File: config.mk
export PLATFORM = sky130hd
export DESIGN_NAME = unsigned_approx_mult_pipe
export DESIGN_NICKNAME = d
export VERILOG_FILES = /design/src/rtl/unsigned_approx_mult_pipe.sv
export SDC_FILE = /design/constraint.sdc
export NUM_CORES = 1
export LEC_CHECK = 0
export BUFFER_PORTS_ARGS = -buffer_cell sky130_fd_sc_hd__buf_2
export CORE_ASPECT_RATIO = 0.8
export CORE_UTILIZATION = 60
export CTS_BUF_LIST = sky130_fd_sc_hd__clkbuf_4 sky130_fd_sc_hd__clkbuf_8
export DETAILED_ROUTE_END_ITERATION = 16
export GPL_TIMING_DRIVEN = 0
export PLACE_DENSITY = 0.81
export RECOVER_POWER = 100
export SYNTH_ARGS = -nofsm -noshare
export SYNTH_HDL_FRONTEND = slang
export SYNTH_SLANG_ARGS = --single-unit
export TNS_END_PERCENT = 100
File: constraint.sdc
create_clock -name clk -period 7.4 [get_ports clk]
set_clock_uncertainty 0.15 [all_clocks]
set_input_delay 0.74 -clock clk [delete_from_list [all_inputs] [get_ports clk]]
set_output_delay 0.74 -clock clk [all_outputs]
set_load 0.05 [all_outputs]
File: src/rtl/unsigned_approx_mult_pipe.sv
// Pipelined unsigned N x N multiplier with a per-beat accuracy mode: exact,
// low-operand truncation, or truncation plus high-column compensation.
module unsigned_approx_mult_pipe #(
  parameter int N    = 8,
  parameter int L    = 4,
  parameter int PIPE = 2
) (
  input  logic             clk,
  input  logic             rst,
  input  logic             in_valid,
  output logic             in_ready,
  input  logic [N-1:0]     x,
  input  logic [N-1:0]     y,
  input  logic [1:0]       mode,
  output logic             out_valid,
  input  logic             out_ready,
  output logic [2*N-1:0]   z,
  output logic [2*N-1:0]   err,
  output logic [1:0]       out_mode
);

  localparam int W = 2 * N;

  logic [W-1:0]    x_w;
  logic [W-1:0]    y_w;
  logic [W-1:0]    p_in;
  logic [W-1:0]    trunc_in;
  logic [W-1:0]    comp_in;
  logic [W-1:0]    z_in;
  logic            advance;

  logic [PIPE-1:0] valid_q;
  logic [PIPE-1:0] valid_d;
  logic [W-1:0]    p_q    [PIPE];
  logic [W-1:0]    p_d    [PIPE];
  logic [W-1:0]    z_q    [PIPE];
  logic [W-1:0]    z_d    [PIPE];
  logic [1:0]      mode_q [PIPE];
  logic [1:0]      mode_d [PIPE];

  // Stage-1 arithmetic: exact product, truncated product and the compensation
  // term that restores dropped partial-product bits landing in columns >= N.
  always_comb begin
    x_w      = W'(x);
    y_w      = W'(y);
    p_in     = x_w * y_w;
    trunc_in = ((x_w >> L) * y_w) << L;
    comp_in  = '0;
    for (int i = 1; i < L; i++) begin
      if (x[i]) begin
        comp_in = comp_in + ((y_w & ~((W'(1) << (N - i)) - W'(1))) << i);
      end
    end
    case (mode)
      2'b01:   z_in = trunc_in;
      2'b10:   z_in = trunc_in + comp_in;
      default: z_in = p_in;
    endcase
  end

  assign advance  = !valid_q[PIPE-1] || out_ready;
  assign in_ready = advance || rst;

  // Whole pipeline moves together; a stalled output freezes every stage.
  always_comb begin
    valid_d = valid_q;
    p_d     = p_q;
    z_d     = z_q;
    mode_d  = mode_q;
    if (advance) begin
      valid_d[0] = in_valid;
      p_d[0]     = p_in;
      z_d[0]     = z_in;
      mode_d[0]  = mode;
      for (int s = 1; s < PIPE; s++) begin
        valid_d[s] = valid_q[s-1];
        p_d[s]     = p_q[s-1];
        z_d[s]     = z_q[s-1];
        mode_d[s]  = mode_q[s-1];
      end
    end
  end

  always_ff @(posedge clk) begin
    if (rst) begin
      valid_q <= '0;
      for (int s = 0; s < PIPE; s++) begin
        p_q[s]    <= '0;
        z_q[s]    <= '0;
        mode_q[s] <= '0;
      end
    end else begin
      valid_q <= valid_d;
      p_q     <= p_d;
      z_q     <= z_d;
      mode_q  <= mode_d;
    end
  end

  // The error is formed from the final stage so it always matches z.
  assign out_valid = valid_q[PIPE-1];
  assign z         = z_q[PIPE-1];
  assign err       = p_q[PIPE-1] - z_q[PIPE-1];
  assign out_mode  = mode_q[PIPE-1];

endmodule

After elaboration in Yosys (flattened, before gate mapping)
Cells that the tools add are included.
{ "op_classes": {"add_sub_neg": 4, "mul": 2, "eq_ne": 2, "n_mux": 4, "n_reduce_logical": 3} }
{ "op_table": {"columns": ["op", "n"], "rows": [
  ["16-bit two-way mux", 2],
  ["16-bit case mux with 2 select lines", 1],
  ["16-bit by 11-bit adder with 16-bit output", 1],
  ["16-bit adder", 1],
  ["8-bit by 8-bit multiplier with 16-bit output", 1],
  ["16-bit subtractor", 1],
  ["4-bit by 8-bit multiplier with 12-bit output", 1],
  ["9-bit by 10-bit adder with 11-bit output", 1],
  ["9-bit two-way mux", 1],
  ["2-bit by 1-bit == test with 1-bit output, second input constant", 1],
  ["2-bit == test, second input constant", 1],
  ["1-bit logical OR", 2],
  ["1-bit zero test", 1]
]} }
{ "totals": {"regBits": 70, "out_inout_bits": 36} }

Logic depth before layout (Yosys ltp)
Gate-level depths: netlist of run 1.
{ "depth": {"word_depth": 7, "depth_mapped": 19, "depth_no_buf": 18} }

Worst setup path before layout of run 1
Ideal clock, no wire load.
{ "synth_path": {"path_kind": "in2reg", "from": "in x[3]", "to": "reg z_q[30] (netlist name)", "setup_time_ns": 0.137, "t_arrival_ns": 4.721, "required_time_ns": 7.113, "path_slack_ns": 2.392, "cell_stages": 18, "path_buffers": 1, "path_cell_list": "clkbuf_1 > and2_1 > fa_1 > inv_1 > fa_1 > inv_1 > fa_1 > inv_1 > fa_1 > inv_1 > ha_1 > o21a_1 > o21ai_0 > inv_1 > and4_1 > or3_1 > a21oi_1 > a211oi_1"} }
{ "synth_between": {"elab_chain_len": 3, "elab_cells_between_ends": 4, "classes_between": "add/sub (1); mul (1); mux (2)"} }
{ "synth_rtl": {"columns": ["element", "line_no", "source"], "rows": [
  ["start: declaration", "12", "input logic [N-1:0] x,"],
  ["parallel branches: the longest is 2 deep, another holds 8-bit by 8-bit multiplier with 16-bit output", null, null],
  ["16-bit case mux with 2 select lines *", "54", "case (mode)"],
  ["end signal: assignment", "95", "z_q <= z_d;"],
  ["end: declaration", "36", "logic [W-1:0] z_q [PIPE];"]
]} }
Every way passes the cells marked *.
A chain may end at the register's enable or synchronous reset.

Worst setup path in the final report of run 1
{ "layout_path": {"from": "in y[6]", "to": "reg z_q[29] (netlist name)"} }
{ "layout_between": {"elab_chain_len": 6, "elab_cells_between_ends": 8, "classes_between": "add/sub (3); mul (2); mux (3)"} }
{ "layout_rtl": {"columns": ["element", "line_no", "source"], "rows": [
  ["start: declaration", "13", "input logic [N-1:0] y,"],
  ["9-bit by 10-bit adder with 11-bit output", "51", "comp_in = comp_in + ((y_w & ~((W'(1) << (N - i)) - W'(1))) << i);"],
  ["16-bit two-way mux", "50", "if (x[i]) begin"],
  ["16-bit by 11-bit adder with 16-bit output", "51", null],
  ["16-bit two-way mux", "50", null],
  ["16-bit adder", "56", "2'b10: z_in = trunc_in + comp_in;"],
  ["16-bit case mux with 2 select lines *", "54", null]
]} }
Mark *: on every way between the ends. The rest lies on a longest branch, timed or not.

==> impl_metrics.tcl, run 1 <==
set metrics [dict create \
    status "completed" \
    rsz0062_at_grt "no" \
    required_ns 7.49 \
    die_h_um 97.9 \
    drt_first_pass_iters 8 \
    slowest_delay_ns 0.54 \
    drive_above_1_share 0.0653 \
    slew_violations 0 \
    synth_area_mm2 0.00690 \
    tns_ns 0 \
    die_x_um 122 \
    clk_path_buf_depth 2 \
    crit_chain "clkbuf_1, clkbuf_1, nand2_1, fa_1, fa_1, inv_1, fa_1, inv_1, fa_1, inv_1, ha_1, o21a_1, o31a_1, o211ai_1, a21oi_1, or3_1, a21oi_1, o31ai_1" \
    synthCells 878 \
    clk_pin_slew_ns 0.08 \
    power.density_mw_per_mm2 311 \
    yosys.cell_types.count 53 \
    nNetsFinal 1092 \
    timing.fmax_ghz 0.188 \
    clk_latency_ns 0.35 \
    clockRootBuffer "clkbuf_8" \
    finish.utilization 0.685 \
    yosysSeqAreaShare 0.203 \
    htreeDepth 3 \
    diodes 0 \
    endpoint_kind "flip-flop" \
    cts.sinks 70 \
    routed_wirelength_um 16100 \
    drcViolationCount 0 \
    maxCapViolCount 0 \
    cp_data_arrival_time_ns 5.42 \
    start_kind "primary input" \
    critPathKind "primary input to flip-flop" \
    fin_crit_sh 0.721 \
    reg2regPathDepth 5 \
    core_area_mm2 0.0110 \
    wl_per_cell_um 14.7 \
    cts_made_buffers 9 \
    hold_buffers 0 \
    rrSetupSlack_ns 5.36 \
    start_util 0.626 \
    tightest_slew_ns 0.619 \
    synth.ff_latch_count 70 \
    slowest_stage "fa_1" \
    r2r_start "valid_q[1]$_SDFFE_PP0P_" \
    hold_path_class "flip-flop to flip-flop" \
    period_minus_slack_ns 5.33 \
    hold_depth 2 \
    peakVddDrop_uv 251 \
    ys_warn_count 0 \
    max_slew_margin 0.587 \
    crit_fanout 9 \
    cts_resized 0 \
    synthArstFlopShare 0 \
    synth_nets 1026 \
    ios 58 \
    grt_pass1_wl_um 27300 \
    synth_edf_count 0 \
    grt_pass1_vias 5731 \
    cp_common_cell "fa_1" \
    place.gp.congestion 0.939 \
    min_to "p_q[0]$_SDFFE_PP0P_" \
    vias_per_cell 5.62 \
    whs_ns 0.306 \
    ant_nets 0 \
    dp_hpwl_um 13100 \
    leakage_nw 3.51 \
    n_fill_cell 996 \
    hold_start "p_q[0]$_SDFFE_PP0P_" \
    antenna_found_initial 0 \
    cts_tree "yes" \
    io_buffers 55 \
    setup_viol 0 \
    vias 6138 \
    worst_r2r_endpoint "p_q[22]$_SDFFE_PP0P_" \
    area_delta_synth_final_pct 9.43 \
    core.rowCount 34 \
    dieArea_mm2 0.0119 \
    postSynthAreaPerCell_um2 7.86 \
    drt_iter0_drc 388 \
    overflow 0 \
    hold_viol 0 \
    cts_setup_buffers 0 \
    synth_ff_type "dfxtp_1" \
    grt_usage 0.287 \
    grt_start_max_net_pins 14 \
]
## metal layers
layer / part of all wire / global-route usage / vias up
met1: 0.50 / 0.429 / 2907
met4: 0.0067 / 0.0351 / 0
met2: 0.43 / 0.437 / 176
li1: - / - / 3043
met3: 0.063 / 0.0532 / 12
met5: 0 / 0 / -
## worst max path at each step
stage | startpoint | end | slack, ns | depth (start not counted)
finish | y[6] | z_q[29]$_SDFFE_PP0P_ | 2.07 | 18
global route | y[6] | z_q[30]$_SDFFE_PP0P_ | 1.83 | 18
CTS | y[6] | z_q[30]$_SDFFE_PP0P_ | 2.18 | 18
detailed placement | y[6] | z_q[30]$_SDFFE_PP0P_ | 1.84 | 18
global placement | y[6] | z_q[27]$_SDFFE_PP0P_ | 1.85 | 18
floorplan | x[3] | z_q[30]$_SDFFE_PP0P_ | 2.39 | 18
## through the flow
step / cells / total power [mW] / setup slack, ns / area, µm²
floorplan: 878 / 1.68 / 2.39 / 6900
global placement: 1077 / 1.96 / 1.85 / 7350
detailed placement: 1077 / 1.98 / 1.84 / 7350
CTS: 1093 / 2.36 / 2.18 / 7600
global route: 1093 / 2.53 / 1.83 / 7550
finish: 1093 / 2.35 / 2.07 / 7550
## sequential cells by signal, summed over array words and instances, names as in the netlist
name,flops
out_mode,2
valid_q,2
z,16
p_q,32
z_q,16
mode_q,2
## placed cells by master (no fill, tap or decap), drive strengths merged, types with 3 or more instances in the layout
cell type,netlist,final
o31ai,6,6
bufinv,0,3
a21o,15,15
xor2,7,7
nand3,20,20
clkinv,2,4
xnor2,25,25
nand2b,5,5
clkbuf,29,82
a21oi,86,86
ha,81,81
o2111ai,3,3
o21ai,28,28
buf,26,37
nand4,3,3
o211ai,9,9
fa,45,45
o21a,7,7
or3,8,8
nor3,7,7
nand2,143,143
or2,3,3
a221oi,5,5
a221o,3,3
and2,43,43
nor2b,9,9
a211oi,10,10
mux2,5,5
dfxtp,70,70
nand3b,3,3
nor2,31,31
and3,5,5
a31oi,7,7
inv,107,107
## layout make-up
type                    instances  area, µm²  area share
plain buffers                  55        283      0.0375
well taps                     144        180      0.0239
multi-input cells             644       4810       0.637
clock buffers                   9        124      0.0164
inverters                     109        409      0.0542
flip-flops and latches         70       1400       0.186
repair buffers                 55        224      0.0297
clock inverters                 7        123      0.0162
## worst max-delay path, delay by kind of cell
kind                     cells  cell delay, ns
buffers and inverters        5            0.71
adder cells (fa/ha/maj)      5            2.45
AO/OA/AOI/OAI                6            1.02
AND/OR/NAND/NOR              2            0.50
## power by group
part / internal [mW] / switching, mW / total (mW) / leakage (nW)
registers: 0.451 / 0.0428 / 0.494 / 0.576
clock network: 0.225 / 0.150 / 0.375 / 0.116
logic: 0.521 / 0.962 / 1.48 / 2.82
total: 1.20 / 1.15 / 2.35 / 3.51
## kinds of logic (layout without fill, tap and decap cells)
group	count (synthesis)	count (layout)	synth area share
simple gates	288	288	0.197
compound gates	191	191	0.171
buf+inv	164	235	0.100
fa+ha+maj	126	126	0.277
flops	70	70	0.203
xor+xnor	32	32	0.0406
mux	7	7	0.0111
## cells in the mapped netlist, types with 6 or more instances
cell	count	area, µm²
a21oi_1	86	430
nor2b_1	9	56.3
xor2_1	7	61.3
and2_1	43	269
ha_1	81	1010
xnor2_1	25	219
or3_1	8	50.1
nand3_1	20	100
inv_1	107	402
dfxtp_1	70	1400
o211ai_1	9	67.6
fa_1	45	901
nor3_1	7	35.0
buf_1	6	22.5
o21a_1	6	45.0
a31oi_1	7	43.8
nor2_1	31	116
buf_4	18	135
o21ai_0	28	140
o31ai_1	6	45.0
a211oi_1	10	75.1
clkbuf_1	29	109
a21o_1	15	113
nand2_1	143	537
No activity file was read; power rests on OpenSTA's default activity.
==> run 2, diff against run 1 <==
Clock period 7.4 ns to 5.34 ns, I/O delays scaled along.
==> run 2 against run 1 <==
Compared with the run above:
- combinational power grew 39%
- cell area barely moved
- largest power group unchanged
- sequential share of layout area about the same
- critical path type unchanged
- global-route usage stayed put
- die area is the same
- worst hold slack got worse by 0.028 ns
- non-clock buffer count unchanged
- power rose by 39%
==> impl_metrics.tcl, run 2 (synthesis results as in run 1) <==
set metrics [dict create \
    status "completed" \
    clk_pin_slew_ns 0.07 \
    rsz0062_at_grt "no" \
    io_buffers 55 \
    antenna_found_initial 0 \
    hold_buffers 0 \
    wl_per_cell_um 14.7 \
    ant_nets 0 \
    power.density_mw_per_mm2 432 \
    required_ns 5.43 \
    cts_tree "yes" \
    rrSetupSlack_ns 3.30 \
    grt_usage 0.287 \
    internal-power_mw 1.66 \
    ios 58 \
    fin_crit_sh 0.949 \
    max_slew_margin 0.587 \
    switchingPower_mw 1.60 \
    swShare 0.491 \
    endpoint "z_q[29]$_SDFFE_PP0P_" \
    drive_above_1_share 0.0664 \
    dp_hpwl_um 13100 \
    hold_depth 3 \
    start_util 0.626 \
    final_cells 1093 \
    maxCapViolCount 0 \
    timing.fmax_ghz 0.197 \
    clk_latency_ns 0.35 \
    crit_path_start "y[6]" \
    cts.sinks 70 \
    routed_wirelength_um 16100 \
    pre_cts_slack_ns -0.0180 \
    mostFrequentLayoutCell "nand2_1" \
    grt_pass1_vias 5731 \
    crit_fanout 9 \
    n_fill_cell 995 \
    r2r_start "valid_q[1]$_SDFFE_PP0P_" \
    pwr-share-seq 0.210 \
    power_frac_comb 0.631 \
    grt_pass1_wl_um 27300 \
    hold_path_class "primary input to flip-flop" \
    leakage_nw 3.51 \
    area_delta_synth_final_pct 9.45 \
    final_cell_mix "143 x nand2_1, 107 x inv_1, 86 x a21oi_1, 81 x ha_1, 72 x clkbuf_1" \
    largest_reg_flops 32 \
    vias 6133 \
    hold_viol 0 \
    tightest_slew_ns 0.619 \
    htreeDepth 3 \
    dieArea_mm2 0.0119 \
    cp_data_arrival_time_ns 5.16 \
    regMostFlops "p_q" \
    drt_first_pass_iters 8 \
    clkPwrFrac 0.159 \
    grt_start_max_net_pins 14 \
    cts_setup_buffers 0 \
    total_power_mw 3.26 \
    cts_made_buffers 9 \
    slew_violations 0 \
    core_area_mm2 0.0110 \
    worst_r2r_endpoint "p_q[22]$_SDFFE_PP0P_" \
    die_x_um 122 \
    diodes 0 \
    drcViolationCount 0 \
    clk_path_buf_depth 2 \
    drt_iter0_drc 387 \
    critPathKind "primary input to flip-flop" \
    endpoint_kind "flip-flop" \
    nNetsFinal 1092 \
    clockRootBuffer "clkbuf_8" \
    peakVddDrop_uv 348 \
    core.rowCount 34 \
    place.gp.congestion 0.939 \
    period_minus_slack_ns 5.07 \
    setup_viol 0 \
    reg2regPathDepth 5 \
    fin_ws_ns 0.272 \
    vias_per_cell 5.61 \
    finish.utilization 0.685 \
    start_kind "primary input" \
    overflow 0 \
    placed_cells 1077 \
    cts_resized 0 \
    die_h_um 97.9 \
]
[run 2: how the worst min path moves through the flow]
| stage | from | endpoint | slack, ns |
|---|---|---|---|
| after floorplan | p_q[0]$_SDFFE_PP0P_ | p_q[0]$_SDFFE_PP0P_ | 0.28 |
| final | in_valid | valid_q[0]$_SDFFE_PP0P_ | 0.28 |
| after CTS | in_valid | valid_q[0]$_SDFFE_PP0P_ | 0.28 |
| after global placement | mode_q[2]$_SDFFE_PP0P_ | mode_q[2]$_SDFFE_PP0P_ | 0.29 |
| after detailed placement | p_q[0]$_SDFFE_PP0P_ | p_q[0]$_SDFFE_PP0P_ | 0.30 |
| after global routing | in_valid | valid_q[0]$_SDFFE_PP0P_ | 0.28 |
[run 2: cell type report]
class,count,area (µm²),area share
multi-input combinational,644,4810,0.636
sequential,70,1400,0.186
inverter,109,409,0.0542
buffer,55,283,0.0374
timing repair buffer,55,225,0.0298
tap,144,180,0.0239
clock buffer,9,124,0.0164
clock inverter,7,123,0.0162
[run 2: metrics by stage]
step | TNS (ns) | hold WS, ns | cell area, µm²
final | 0 | 0.278 | 7550
after global routing | 0 | 0.280 | 7550
after CTS | 0 | 0.275 | 7600
after detailed placement | -0.0392 | 0.298 | 7350
after global placement | -0.00827 | 0.290 | 7350
after floorplan | 0 | 0.282 | 6900
[run 2: critical path: stages]
cell and delay [ns]:
buf_2 0.11, clkbuf_1 0.39, nand2_1 0.14, fa_1 0.51, fa_1 0.54, inv_1 0.05, fa_1 0.53, inv_1 0.06
fa_1 0.53, inv_1 0.04, ha_1 0.34, o21a_1 0.13, o31a_1 0.13, o211ai_1 0.30, a21oi_1 0.14, or3_1 0.36
a21oi_1 0.21, o31ai_1 0.10
[run 2: layer usage]
layer  up-vias  GRT usage  part of all wire
li1       3043          -                 -
met4         0     0.0351            0.0067
met2       173      0.437              0.43
met1      2905      0.429              0.50
met3        12     0.0532             0.062
met5         -          0                 0
[run 2: power groups by stage]
stage / registers (mW) / clock network (mW) / logic [mW]
4_1_cts: 0.684 / 0.521 / 2.07
5_1_grt: 0.695 / 0.545 / 2.26
6_report: 0.684 / 0.519 / 2.06
2_1_floorplan: 0.678 / 0 / 1.66
3_5_place_dp: 0.696 / 0 / 2.05
3_3_place_gp: 0.696 / 0 / 2.02
==> run 3, diff against run 2 <==
Settings changed: CORE_ASPECT_RATIO 0.8 to 1.5.
==> run 3 against run 2 <==
Compared with the run above:
- register-to-register slack better by 0.09 ns
- die area is essentially flat
- largest power group unchanged
- count of clock-buffer cells in the layout grew 1
- cell count increased by 0.18%
- core utilization down 0.90 points
- non-clock buffer count is the same
- combinational power is essentially flat
- worst hold slack better by 0.0035 ns
- routed wire length increased by 2.7%
- power decreased by 1.2%
- global-route usage rose by 0.89 points
- via count is 0.36% higher
==> impl_metrics.tcl, run 3 (synthesis results as in run 1) <==
set metrics [dict create \
    status "completed" \
    r2r_start "valid_q[1]$_SDFFE_PP0P_" \
    rrSetupSlack_ns 3.39 \
    endpoint_kind "flip-flop" \
    max_slew_margin 0.601 \
    slowest_stage "fa_1" \
    min_to "valid_q[0]$_SDFFE_PP0P_" \
    mostFrequentLayoutCell "nand2_1" \
    clockRootBuffer "clkbuf_8" \
    drcViolationCount 0 \
    dieArea_mm2 0.0119 \
    multi_input_area_mm2 0.00481 \
    fin_crit_sh 0.947 \
    finish.utilization 0.676 \
    core.rowCount 47 \
    timing.fmax_ghz 0.198 \
    cp_data_arrival_time_ns 5.17 \
    place.gp.congestion 0.941 \
    hold_path_class "primary input to flip-flop" \
    fin_ws_ns 0.283 \
    largest_reg_flops 32 \
    pre_cts_slack_ns -0.0348 \
    io_buffers 55 \
    grt_start_max_net_pins 12 \
    cts_tree "yes" \
    slowest_delay_ns 0.56 \
    seq_area_mm2 0.00140 \
    cts.sinks 70 \
    core_area_mm2 0.0111 \
    clk_latency_ns 0.35 \
    area_delta_synth_final_pct 8.96 \
    final_cell_mix "143 x nand2_1, 107 x inv_1, 86 x a21oi_1, 81 x ha_1" \
    wl_per_cell_um 15.1 \
    slew_violations 0 \
    reg2regPathDepth 5 \
    drt_first_pass_iters 4 \
    grt_pass1_vias 6123 \
    htreeDepth 3 \
    die_h_um 133 \
    drive_above_1_share 0.0675 \
    routed_wirelength_um 16500 \
    required_ns 5.46 \
    drt_iter0_drc 269 \
    ant_nets 0 \
    dp_hpwl_um 13800 \
    tightest_slew_ns 0.602 \
    start_util 0.621 \
    total_power_mw 3.22 \
    cts_made_buffers 9 \
    ios 58 \
    overflow 0 \
    vias 6155 \
    die_x_um 89.6 \
    grt_pass1_wl_um 27000 \
    clk_path_buf_depth 2 \
    critPathKind "primary input to flip-flop" \
    whs_ns 0.282 \
    crit_chain "clkbuf_1, clkbuf_1, and2_0, fa_1, inv_1, fa_1, inv_1, fa_1, inv_1, fa_1, inv_1, ha_1, o21a_1, o31a_1, o211ai_1, a21oi_1, nor3_1, xnor2_1, a211oi_1" \
    power.density_mw_per_mm2 429 \
    rsz0062_at_grt "no" \
    diodes 0 \
    n_fill_cell 975 \
    vias_per_cell 5.62 \
    setup_viol 0 \
    grt_usage 0.295 \
    nNetsFinal 1092 \
    cts_resized 0 \
    worst_r2r_endpoint "z[10]$_SDFFE_PP0P_" \
    hold_viol 0 \
    start_kind "primary input" \
    period_minus_slack_ns 5.06 \
    hold_depth 3 \
    leakage_nw 3.51 \
    clk_pin_slew_ns 0.07 \
    cts_setup_buffers 0 \
    maxCapViolCount 0 \
    hold_start "in_valid" \
    hold_buffers 0 \
    crit_fanout 10 \
    regMostFlops "p_q" \
    peakVddDrop_uv 192 \
    antenna_found_initial 0 \
]
-- run 3: critical path, delay by kind of cell --
family	cells	cell delay, ns
xor+xnor	1	0.19
buf+inv	6	0.59
compound gates	5	0.90
fa+ha+maj	5	2.41
simple gates	2	0.54
-- run 3: area by class of cell --
cell class              instances  share of cell area
plain buffers                  55              0.0376
clock buffers                  10              0.0175
clock inverters                 5             0.00999
inverters                     109              0.0544
multi-input cells             644               0.639
flip-flops and latches         70               0.186
well taps                     147              0.0245
repair buffers                 55              0.0303
-- run 3: worst max-delay path by stage --
| stage | startpoint | end | slack [ns] | depth (start not counted) |
|---|---|---|---|---|
| CTS | x[3] | p_q[31]$_SDFFE_PP0P_ | 0.30 | 19 |
| global placement | x[3] | z_q[31]$_SDFFE_PP0P_ | 0.006 | 19 |
| finish | x[3] | p_q[31]$_SDFFE_PP0P_ | 0.28 | 19 |
| detailed placement | x[3] | p_q[31]$_SDFFE_PP0P_ | -0.03 | 19 |
| global route | x[3] | p_q[31]$_SDFFE_PP0P_ | 0.06 | 19 |
| floorplan | x[3] | z_q[30]$_SDFFE_PP0P_ | 0.54 | 18 |
-- run 3: where the power goes --
part	switching, mW	total [mW]	internal (mW)
logic	1.36	2.08	0.722
clock network	0.189	0.452	0.263
registers	0.0610	0.686	0.625
total	1.61	3.22	1.61
-- run 3: per-stage QoR --
stage	TNS [ns]	area, µm²	instances
after CTS	0	7560	1095
after floorplan	0	6900	878
after global routing	0	7520	1095
after global placement	0	7360	1080
after detailed placement	-0.0503	7360	1080
final	0	7520	1095
-- run 3: routing by layer --
layer  vias up  share of wire  wire [µm]  global-route usage
met3        64          0.024        393              0.0254
met1      2894           0.37       6160               0.281
li1       3050              -          -                   -
met2       147           0.53       8840               0.553
met5         -              0          0                   0
met4         0          0.068       1130               0.230
